[src/rtl/glyph_pkg.sv]
// Shared constants and types for the glyph RAM write path.
// The build macro GLYPH_WRITER_TRANSPARENT_EN only affects glyph_writer, not this package.
package glyph_pkg;

  localparam int PIX_W       = 24;
  localparam int ADDR_W      = 17;
  localparam int GLYPH_SHIFT = 8;
  localparam int IDX_W       = 8;
  localparam int CNT_W       = IDX_W + GLYPH_SHIFT;

  localparam int GLYPH_PIXELS = 1 << GLYPH_SHIFT;

  localparam logic [PIX_W-1:0] TRANSPARENT = 24'hFF00FF;

  typedef enum logic [1:0] {
    OP_WRITE    = 2'b00,
    OP_FILL     = 2'b01,
    OP_FILL_ALL = 2'b10,
    OP_ILLEGAL  = 2'b11
  } op_t;

  typedef enum logic [1:0] {
    ST_IDLE   = 2'd0,
    ST_STREAM = 2'd1,
    ST_FILL   = 2'd2,
    ST_DONE   = 2'd3
  } state_t;

  // First RAM word of a glyph: index scaled by the glyph size.
  function automatic logic [ADDR_W-1:0] glyph_base(input logic [IDX_W-1:0] idx);
    logic [ADDR_W-1:0] r;
    r = ADDR_W'(idx) << GLYPH_SHIFT;
    return r;
  endfunction

endpackage

[src/rtl/glyph_addr_gen.sv]
// Base register plus pixel counter; yields the RAM address and a last-pixel flag.
// Also used by the read-side address logic.
module glyph_addr_gen
  import glyph_pkg::*;
(
  input  logic              clk,
  input  logic              rst,
  input  logic              load_i,
  input  logic [ADDR_W-1:0] base_i,
  input  logic [CNT_W-1:0]  last_cnt_i,
  input  logic              step_i,
  output logic [ADDR_W-1:0] addr_o,
  output logic              last_o
);

  logic [ADDR_W-1:0] base_q, base_d;
  logic [CNT_W-1:0]  cnt_q, cnt_d;
  logic [CNT_W-1:0]  last_cnt_q, last_cnt_d;

  always_comb begin
    base_d     = base_q;
    cnt_d      = cnt_q;
    last_cnt_d = last_cnt_q;
    if (load_i) begin
      base_d     = base_i;
      cnt_d      = '0;
      last_cnt_d = last_cnt_i;
    end else if (step_i) begin
      cnt_d = cnt_q + 1'b1;
    end
  end

  always_ff @(posedge clk or posedge rst) begin
    if (rst) begin
      base_q     <= '0;
      cnt_q      <= '0;
      last_cnt_q <= '0;
    end else begin
      base_q     <= base_d;
      cnt_q      <= cnt_d;
      last_cnt_q <= last_cnt_d;
    end
  end

  // The counter is at most CNT_W bits, so base+cnt stays inside the glyph area.
  assign addr_o = base_q + ADDR_W'(cnt_q);
  assign last_o = (cnt_q == last_cnt_q);

endmodule

[src/rtl/glyph_writer.sv]
// Loads glyphs into the glyph RAM write port: pixel streaming, per-glyph fill and whole-memory fill.
// Define GLYPH_WRITER_TRANSPARENT_EN to skip RAM writes for streamed pixels equal to TRANSPARENT.
module glyph_writer
  import glyph_pkg::*;
(
  input  logic              clk,
  input  logic              rst,
  input  logic              cmd_valid,
  output logic              cmd_ready,
  input  logic [1:0]        cmd_op,
  input  logic [IDX_W-1:0]  cmd_glyph,
  input  logic [PIX_W-1:0]  cmd_color,
  input  logic              pix_valid,
  output logic              pix_ready,
  input  logic [PIX_W-1:0]  pix_data,
  input  logic              abort,
  output logic              wr_en,
  output logic [ADDR_W-1:0] wr_addr,
  output logic [PIX_W-1:0]  wr_data,
  output logic              busy,
  output logic              done,
  output logic              err,
  output state_t            dbg_state
);

  // Handshakes: a transfer happens on a rising edge where valid and ready are both high;
  // ready depends only on state, never on valid.
  state_t            state_q;
  logic [PIX_W-1:0]  color_q;
  logic              wr_en_q;
  logic [ADDR_W-1:0] wr_addr_q;
  logic [PIX_W-1:0]  wr_data_q;
  logic              done_q;
  logic              err_q;

  op_t               op;
  logic              cmd_hs;
  logic              pix_hs;
  logic              pix_write;
  logic              gen_load;
  logic              gen_step;
  logic [ADDR_W-1:0] gen_base;
  logic [CNT_W-1:0]  gen_last_cnt;
  logic [ADDR_W-1:0] gen_addr;
  logic              gen_last;

  assign op        = op_t'(cmd_op);
  assign cmd_ready = (state_q == ST_IDLE);
  assign pix_ready = (state_q == ST_STREAM);
  assign busy      = (state_q != ST_IDLE);
  assign cmd_hs    = cmd_valid & cmd_ready;
  assign pix_hs    = pix_valid & pix_ready;

`ifdef GLYPH_WRITER_TRANSPARENT_EN
  assign pix_write = (pix_data != TRANSPARENT);
`else
  assign pix_write = 1'b1;
`endif

  assign gen_load     = cmd_hs & (op != OP_ILLEGAL);
  assign gen_step     = pix_hs | (state_q == ST_FILL);
  assign gen_base     = (op == OP_FILL_ALL) ? '0 : glyph_base(cmd_glyph);
  assign gen_last_cnt = (op == OP_FILL_ALL) ? '1 : CNT_W'(GLYPH_PIXELS - 1);

  glyph_addr_gen u_addr_gen (
    .clk        (clk),
    .rst        (rst),
    .load_i     (gen_load),
    .base_i     (gen_base),
    .last_cnt_i (gen_last_cnt),
    .step_i     (gen_step),
    .addr_o     (gen_addr),
    .last_o     (gen_last)
  );

  always_ff @(posedge clk or posedge rst) begin
    if (rst) begin
      state_q   <= ST_IDLE;
      color_q   <= '0;
      wr_en_q   <= 1'b0;
      wr_addr_q <= '0;
      wr_data_q <= '0;
      done_q    <= 1'b0;
      err_q     <= 1'b0;
    end else begin
      wr_en_q <= 1'b0;
      done_q  <= 1'b0;
      err_q   <= 1'b0;
      case (state_q)
        ST_IDLE: begin
          if (cmd_hs) begin
            color_q <= cmd_color;
            case (op)
              OP_WRITE:             state_q <= ST_STREAM;
              OP_FILL, OP_FILL_ALL: state_q <= ST_FILL;
              default:              err_q   <= 1'b1;
            endcase
          end
        end
        ST_STREAM: begin
          if (pix_hs) begin
            wr_en_q   <= pix_write;
            wr_addr_q <= gen_addr;
            wr_data_q <= pix_data;
          end
          // The write captured in an abort cycle still goes out; only completion is cancelled.
          if (abort)                 state_q <= ST_IDLE;
          else if (pix_hs && gen_last) state_q <= ST_DONE;
        end
        ST_FILL: begin
          wr_en_q   <= 1'b1;
          wr_addr_q <= gen_addr;
          wr_data_q <= color_q;
          if (abort)         state_q <= ST_IDLE;
          else if (gen_last) state_q <= ST_DONE;
        end
        ST_DONE: begin
          done_q  <= 1'b1;
          state_q <= ST_IDLE;
        end
        default: state_q <= ST_IDLE;
      endcase
    end
  end

  assign wr_en     = wr_en_q;
  assign wr_addr   = wr_addr_q;
  assign wr_data   = wr_data_q;
  assign done      = done_q;
  assign err       = err_q;
  assign dbg_state = state_q;

endmodule

[config.mk]
export PLATFORM = sky130hd
export DESIGN_NAME = glyph_writer
export DESIGN_NICKNAME = d
export VERILOG_FILES = /design/src/rtl/glyph_pkg.sv /design/src/rtl/glyph_addr_gen.sv /design/src/rtl/glyph_writer.sv
export SDC_FILE = /design/constraint.sdc
export NUM_CORES = 1
export LEC_CHECK = 0
export ABC_AREA = 1
export CORE_ASPECT_RATIO = 0.7
export CORE_UTILIZATION = 45
export DETAILED_ROUTE_END_ITERATION = 10
export DONT_BUFFER_PORTS = 1
export GPL_TIMING_DRIVEN = 0
export PLACE_DENSITY_LB_ADDON = 0.08
export RECOVER_POWER = 50
export SYNTH_ARGS = -nofsm -noshare
export SYNTH_HDL_FRONTEND = slang
export SYNTH_SLANG_ARGS = --single-unit
[constraint.sdc]
create_clock -name clk -period 5.2 [get_ports clk]
set_input_delay 0.52 -clock clk [delete_from_list [all_inputs] [get_ports clk]]
set_output_delay 0.52 -clock clk [all_outputs]
set_load 0.005 [all_outputs]
==> After elaboration in Yosys (flattened, before gate mapping) <==
Index checks and enable logic that the tools add are counted.
{ "word_totals": {"reg_bits": 119, "in_bits": 63, "out_inout_bits": 49} }
{ "op_classes": {"n_addsub": 2, "n_eq_ne": 12, "mux": 21, "n_bitwise": 4, "reduce_logical": 11} }
{ "ops": {"columns": ["op", "n"], "rows": [
  ["$mux 16", 4],
  ["$pmux 24 s2", 1],
  ["$pmux 17 s2", 1],
  ["$mux 24", 1],
  ["$add 17x16->17", 1],
  ["$mux 17", 1],
  ["$add 16x1->16 const B", 1],
  ["$eq 16x16->1", 1],
  ["$mux 2", 5],
  ["$pmux 2 s4", 1],
  ["$eq 2x2->1 const B", 3],
  ["$ne 3x1->1 const B", 2],
  ["$reduce_bool 2->1", 3],
  ["$mux 1", 5],
  ["$eq 2x1->1 const B", 2],
  ["$logic_not 2->1", 2],
  ["$ne 2x1->1 const B", 2],
  ["$pmux 2 s2", 1],
  ["$reduce_and 2->1", 2],
  ["$reduce_and 4->1", 1],
  ["$and 1x1->1", 3],
  ["$ne 3x3->1 const B", 1],
  ["$reduce_or 3->1", 1],
  ["$ne 2x2->1 const B", 1],
  ["other kinds (4)", 4]
]} }

==> Logic depth before layout (Yosys ltp) <==
{ "depth": {"ltp_word": 6, "depth_mapped": 13} }

==> Cells and area by module <==
From an unflattened synthesis, not the netlist that was laid out.
{ "hier_totals": {"hier_cells": 797, "area_unflattened_um2": 6374.9} }
{ "by_module_without_submodules": {"columns": ["module", "instances", "cells_each", "area_each_um2"], "rows": [
  ["glyph_addr_gen", 1, 477, 3259.4],
  ["glyph_writer", 1, 320, 3115.5]
]} }

==> Worst setup path after synthesis <==
No wires, ideal clock.
{ "synth_timing": {"kind": "register to register", "from": "reg state_q[1] (netlist: dbg_state[1])", "to": "reg u_addr_gen.cnt_q[12]", "arrival_ns": 1.509, "setup_slack_ns": 3.567, "path_stages_with_launch": 12, "n_path_buf": 0, "cell_sequence": "dfrtp_1 -> inv_1 -> ha_1 -> nand2_1 -> nand2_4 -> inv_2 -> nand2_4 -> nand2_2 -> nor2_4 -> nand2_2 -> o21ai_0 -> a21oi_1"} }
{ "synth_via": {"elab_chain_cells": 4, "word_cells_on_any_way": 9, "cone_classes": "2 x eq/ne; 1 x mux; 4 x bitwise; 2 x reduce/logical"} }
{ "synth_rtl": {"columns": ["item", "line", "text"], "rows": [
  ["from (decl)", "glyph_writer.sv:28", "state_t state_q;"],
  ["from (signal assigned)", "glyph_writer.sv:78", "state_q <= ST_IDLE;"],
  ["from (signal assigned)", "glyph_writer.sv:94", "OP_WRITE: state_q <= ST_STREAM;"],
  ["from (signal assigned)", "glyph_writer.sv:95", "OP_FILL, OP_FILL_ALL: state_q <= ST_FILL;"],
  ["$eq 2x1->1", "glyph_writer.sv:49", "assign pix_ready = (state_q == ST_STREAM);"],
  ["named net pix_ready", "glyph_writer.sv:14", "output logic pix_ready,"],
  ["$and 1x1->1", "glyph_writer.sv:52", "assign pix_hs = pix_valid & pix_ready;"],
  ["$or 1x1->1", "glyph_writer.sv:61", "assign gen_step = pix_hs | (state_q == ST_FILL);"],
  ["$reduce_bool 2->1 (no line)", null, null],
  ["to (signal assigned)", "glyph_addr_gen.sv:40", "cnt_q <= cnt_d;"],
  ["to (decl)", "glyph_addr_gen.sv:17", "logic [CNT_W-1:0] cnt_q, cnt_d;"]
]} }
The timed path passes the listed nets, and every way through them passes these cells.
A chain may end at the register's enable or synchronous reset.

==> Worst setup path after layout <==
{ "layout_timing": {"from": "reg state_q[0] (netlist: dbg_state[0])", "to": "reg wr_addr_q[4] (netlist: wr_addr[4])"} }
{ "layout_via": {"elab_chain_cells": 4, "word_cells_on_any_way": 7, "cone_classes": "3 x eq/ne; 1 x mux; 1 x bitwise; 2 x reduce/logical"} }
{ "layout_rtl": {"columns": ["item", "line", "text"], "rows": [
  ["$eq 2x1->1", "glyph_writer.sv:49, glyph_writer.sv:89", null],
  ["$and 1x1->1", "glyph_writer.sv:52", null],
  ["$ne 2x1->1 (no line)", null, null],
  ["$reduce_and 2->1 (no line)", null, null],
  ["to (signal assigned)", "glyph_writer.sv:103", "wr_addr_q <= gen_addr;"],
  ["to (signal assigned)", "glyph_writer.sv:112", "wr_addr_q <= gen_addr;"],
  ["to (decl)", "glyph_writer.sv:31", "logic [ADDR_W-1:0] wr_addr_q;"]
]} }
Several ways; a longest one is shown, not always the timed one.

==> insert_results.sql <==
INSERT INTO impl_metrics (metric_group, metric, value, unit) VALUES
('final_layout', 'drive_gt1_frac', '0.122', ''),
('final_layout', 'fin_nets', '576', ''),
('worst_setup_path', 'slowest_stage_delay_cp', '0.50', 'ns'),
('timing', 'hold-worst-slack', '0.312', 'ns'),
('die', 'top_level_ports', '112', ''),
('yosys', 'synth_top_flop_cell', 'dfrtp_1', ''),
('worst_setup_path', 'critical_path.top_delay_family', 'buffers and inverters', ''),
('yosys', 'synth_enable_flop_cells', '0', ''),
('final_layout', 'antenna-diode-count', '0', ''),
('die', 'die_area', '0.0104', 'mm2'),
('timing', 'grt_setup_unrepaired', 'false', ''),
('yosys', 'syn-instance-count', '483', ''),
('yosys', 'synth.yosys.seq_area_share', '0.532', ''),
('route', 'dr.pass1.iters', '4', ''),
('power_and_ir_drop', 'vdd.ir_drop.worst', '285', 'uV'),
('global_route', 'initial_antenna_violation_count', '0', ''),
('cts', 'cts.hold.buffers_added', '0', ''),
('yosys', 'synth_cell_types', '36', ''),
('worst_setup_path', 'worstSetupEndpointType', 'flop', ''),
('outcome', 'status', 'finished clean', ''),
('worst_setup_path', 'criticalPathCategory', 'reg -> reg', ''),
('route', 'detailroute.via_count', '3296', ''),
('final_layout', 'area_taken_by_multi_input_logic_gates', '0.00190', 'mm2'),
('final_layout', 'seqCellArea', '0.00240', 'mm2'),
('global_route', 'pin_count_of_the_biggest_net_entering_global_routing', '72', ''),
('timing', 'timing.fmax', '467', 'MHz'),
('timing', 'drv_slew', '0', ''),
('cts', 'ctsHtreeMaxLevel', '3', ''),
('die', 'num_rows', '30', ''),
('die', 'die-height', '85.8', 'um'),
('cts', 'resized_after_cts', '0', ''),
('worst_setup_path', 'setup.reg_to_reg.worst_slack', '3.06', 'ns'),
('worst_setup_path', 'crit_arrival', '2.33', 'ns'),
('yosys', 'postSynthAreaPerCell', '9.34', 'um2'),
('timing', 'period_minus_slack', '2.14', 'ns'),
('die', 'effective_utilization_at_floorplan', '0.464', ''),
('timing', 'layout_worst_path_cycle_share', '0.412', ''),
('timing', 'setup-tns-final', '0', 'ns'),
('timing', 'finalClockSkew', '0.00498', 'ns'),
('timing', 'max_slew.worst_pin.slew', '1.25', 'ns'),
('route', 'drt.antenna.violating_nets', '0', ''),
('placed_design', 'hpwl', '7.55', 'mm'),
('worst_setup_path', 'cp_cell_sequence', 'inv_1 > ha_1 > buf_4 > inv_4 > o21ai_2 > inv_1 > clkbuf_1 > o21ai_0', ''),
('cts', 'worstSkewPairLatency', '0.33', 'ns'),
('route', 'wirelength', '10.3', 'mm'),
('route', 'dr.first_iter.drc_count', '151', ''),
('cts', 'cts_num_sinks', '96', ''),
('die', 'fp.coreArea', '0.00972', 'mm2'),
('timing', 'setup_viol', '0', ''),
('timing', 'timing.final.hold_violations', '0', ''),
('yosys', 'ys_async_sr_fraction', '1.00', ''),
('cts', 'post-cts-setup-buffers', '0', ''),
('global_route', 'number_of_global_route_vias_before_repair', '3103', ''),
('timing', 'slew-limit-headroom', '0.165', ''),
('worst_setup_path', 'timing.critical_path.slowest_stage_cell', 'clkbuf_1', ''),
('route', 'drc_errors', '0', ''),
('run', 'drv_cap', '0', ''),
('hold_path', 'worst_hold_path_type', 'in -> reg', ''),
('timing', 'timing.final.ws_setup', '3.06', 'ns'),
('route', 'detail_route.wl_per_cell', '16.4', 'um'),
('final_layout', 'area_growth', '11.6', '%'),
('yosys', 'syn-cell-area', '0.00451', 'mm2'),
('worst_setup_path', 'count_of_buffer_and_inverter_cells_on_the_critical_path', '5', ''),
('final_layout', 'final.fill_count', '910', ''),
('cts', 'cts_tree', 'built', ''),
('route', 'avgViaCountPerCell', '5.26', ''),
('power_and_ir_drop', 'report.power.total', '2890', 'uW'),
('yosys', 'yosysWarningCount', '0', ''),
('power_and_ir_drop', 'pwr_density_cell', '573', 'mW/mm2'),
('cts', 'deepest_clock_path_buffer_count', '2', ''),
('global_route', 'global_route.overflow_total', '0', '');
routing by layer:
metal | track usage | routed length, um | vias to the layer above
met5 | 0 | 0 | -
met4 | 0.0404 | 66 | 0
met3 | 0.0918 | 747 | 5
met2 | 0.304 | 4530 | 80
met1 | 0.285 | 4960 | 1576
li1 | - | - | 1635
worst reg2reg max path, cell delays in order, from the launching register on:
cell	delay [ns]
dfrtp_1	0.45
inv_1	0.09
ha_1	0.20
buf_4	0.16
inv_4	0.12
o21ai_2	0.11
inv_1	0.19
clkbuf_1	0.50
o21ai_0	0.17
cells by family (layout without fill, tap and decap cells):
group / Yosys count / in the layout / share of synthesized area
DFF: 96 / 96 / 0.532
adders and majority gates: 18 / 18 / 0.0516
xor gates and xnor gates: 4 / 4 / 0.00777
and+or+nand+nor: 208 / 208 / 0.192
buffers and inverters: 52 / 68 / 0.0466
muxes: 24 / 24 / 0.0599
AOI/OAI and AO/OA: 81 / 81 / 0.110
worst paths after layout:
path / start / depth (start not counted) / to
min in group asynchronous: rst / 1 / wr_addr[9]
min reg2reg: u_addr_gen.last_cnt_q[7] / 2 / u_addr_gen.last_cnt_q[7]
max: dbg_state[0] / 8 / wr_addr[4]
max in group asynchronous: rst / 2 / color_q[2]
max reg2reg: dbg_state[0] / 8 / wr_addr[4]
min: cmd_glyph[4] / 1 / u_addr_gen.base_q[12]
placed cells by master (no fill, tap or decap), types with 2 or more instances in the layout:
master	instances
buf_2	7
o21ai_1	2
nand2_2	2
a31oi_1	28
clkbuf_1	11
nor2_1	51
xor2_1	2
nor2_2	2
nand2_1	120
o21bai_1	3
nor3_1	8
o21ai_0	20
inv_1	32
clkbuf_16	9
bufinv_16	3
dfrtp_1	96
ha_1	17
xnor2_1	2
nand4_1	2
nand3_1	17
a22o_1	8
mux2_2	24
a21oi_1	14
nand2_4	2
cell usage after synthesis, types with 9 or more instances:
master / instances / area (um2)
a21oi_1: 14 / 70.1
o21ai_0: 20 / 100
ha_1: 17 / 213
a31oi_1: 28 / 175
inv_1: 33 / 124
dfrtp_1: 96 / 2400
clkbuf_1: 9 / 33.8
nand3_1: 17 / 85.1
nor2_1: 51 / 191
mux2_2: 24 / 270
nand2_1: 120 / 450
sequential cells by signal, summed over array words and instances (netlist names):
name                   cells
color_q                   24
wr_data                   24
wr_addr                   17
u_addr_gen.cnt_q          16
u_addr_gen.base_q          8
dbg_state                  2
u_addr_gen.last_cnt_q      2
done                       1
err                        1
wr_en                      1
where the power goes:
part / total (uW) / internal [uW] / switching (uW) / leakage [uW]
logic: 905 / 355 / 550 / 0.000991
clock network: 753 / 481 / 272 / 0.000163
registers: 1230 / 1030 / 195 / 0.00118
total: 2890 / 1870 / 1020 / 0.00233
stage by stage:
step	utilization	cells	cell area [um2]
detailed placement	0.484	612	4700
finish	0.518	627	5040
CTS	0.518	627	5040
global route	0.518	627	5040
floorplan	-	483	4510
global placement	0.481	611	4670
layout make-up:
class                   count  share of cell area
clock inverters             3              0.0179
multi-input cells         335               0.377
clock buffers              12              0.0489
inverters                  35              0.0268
well taps                 128              0.0318
repair buffers              1             0.00546
plain buffers              17              0.0152
flip-flops and latches     96               0.477
(Power assumes the default switching activity.)
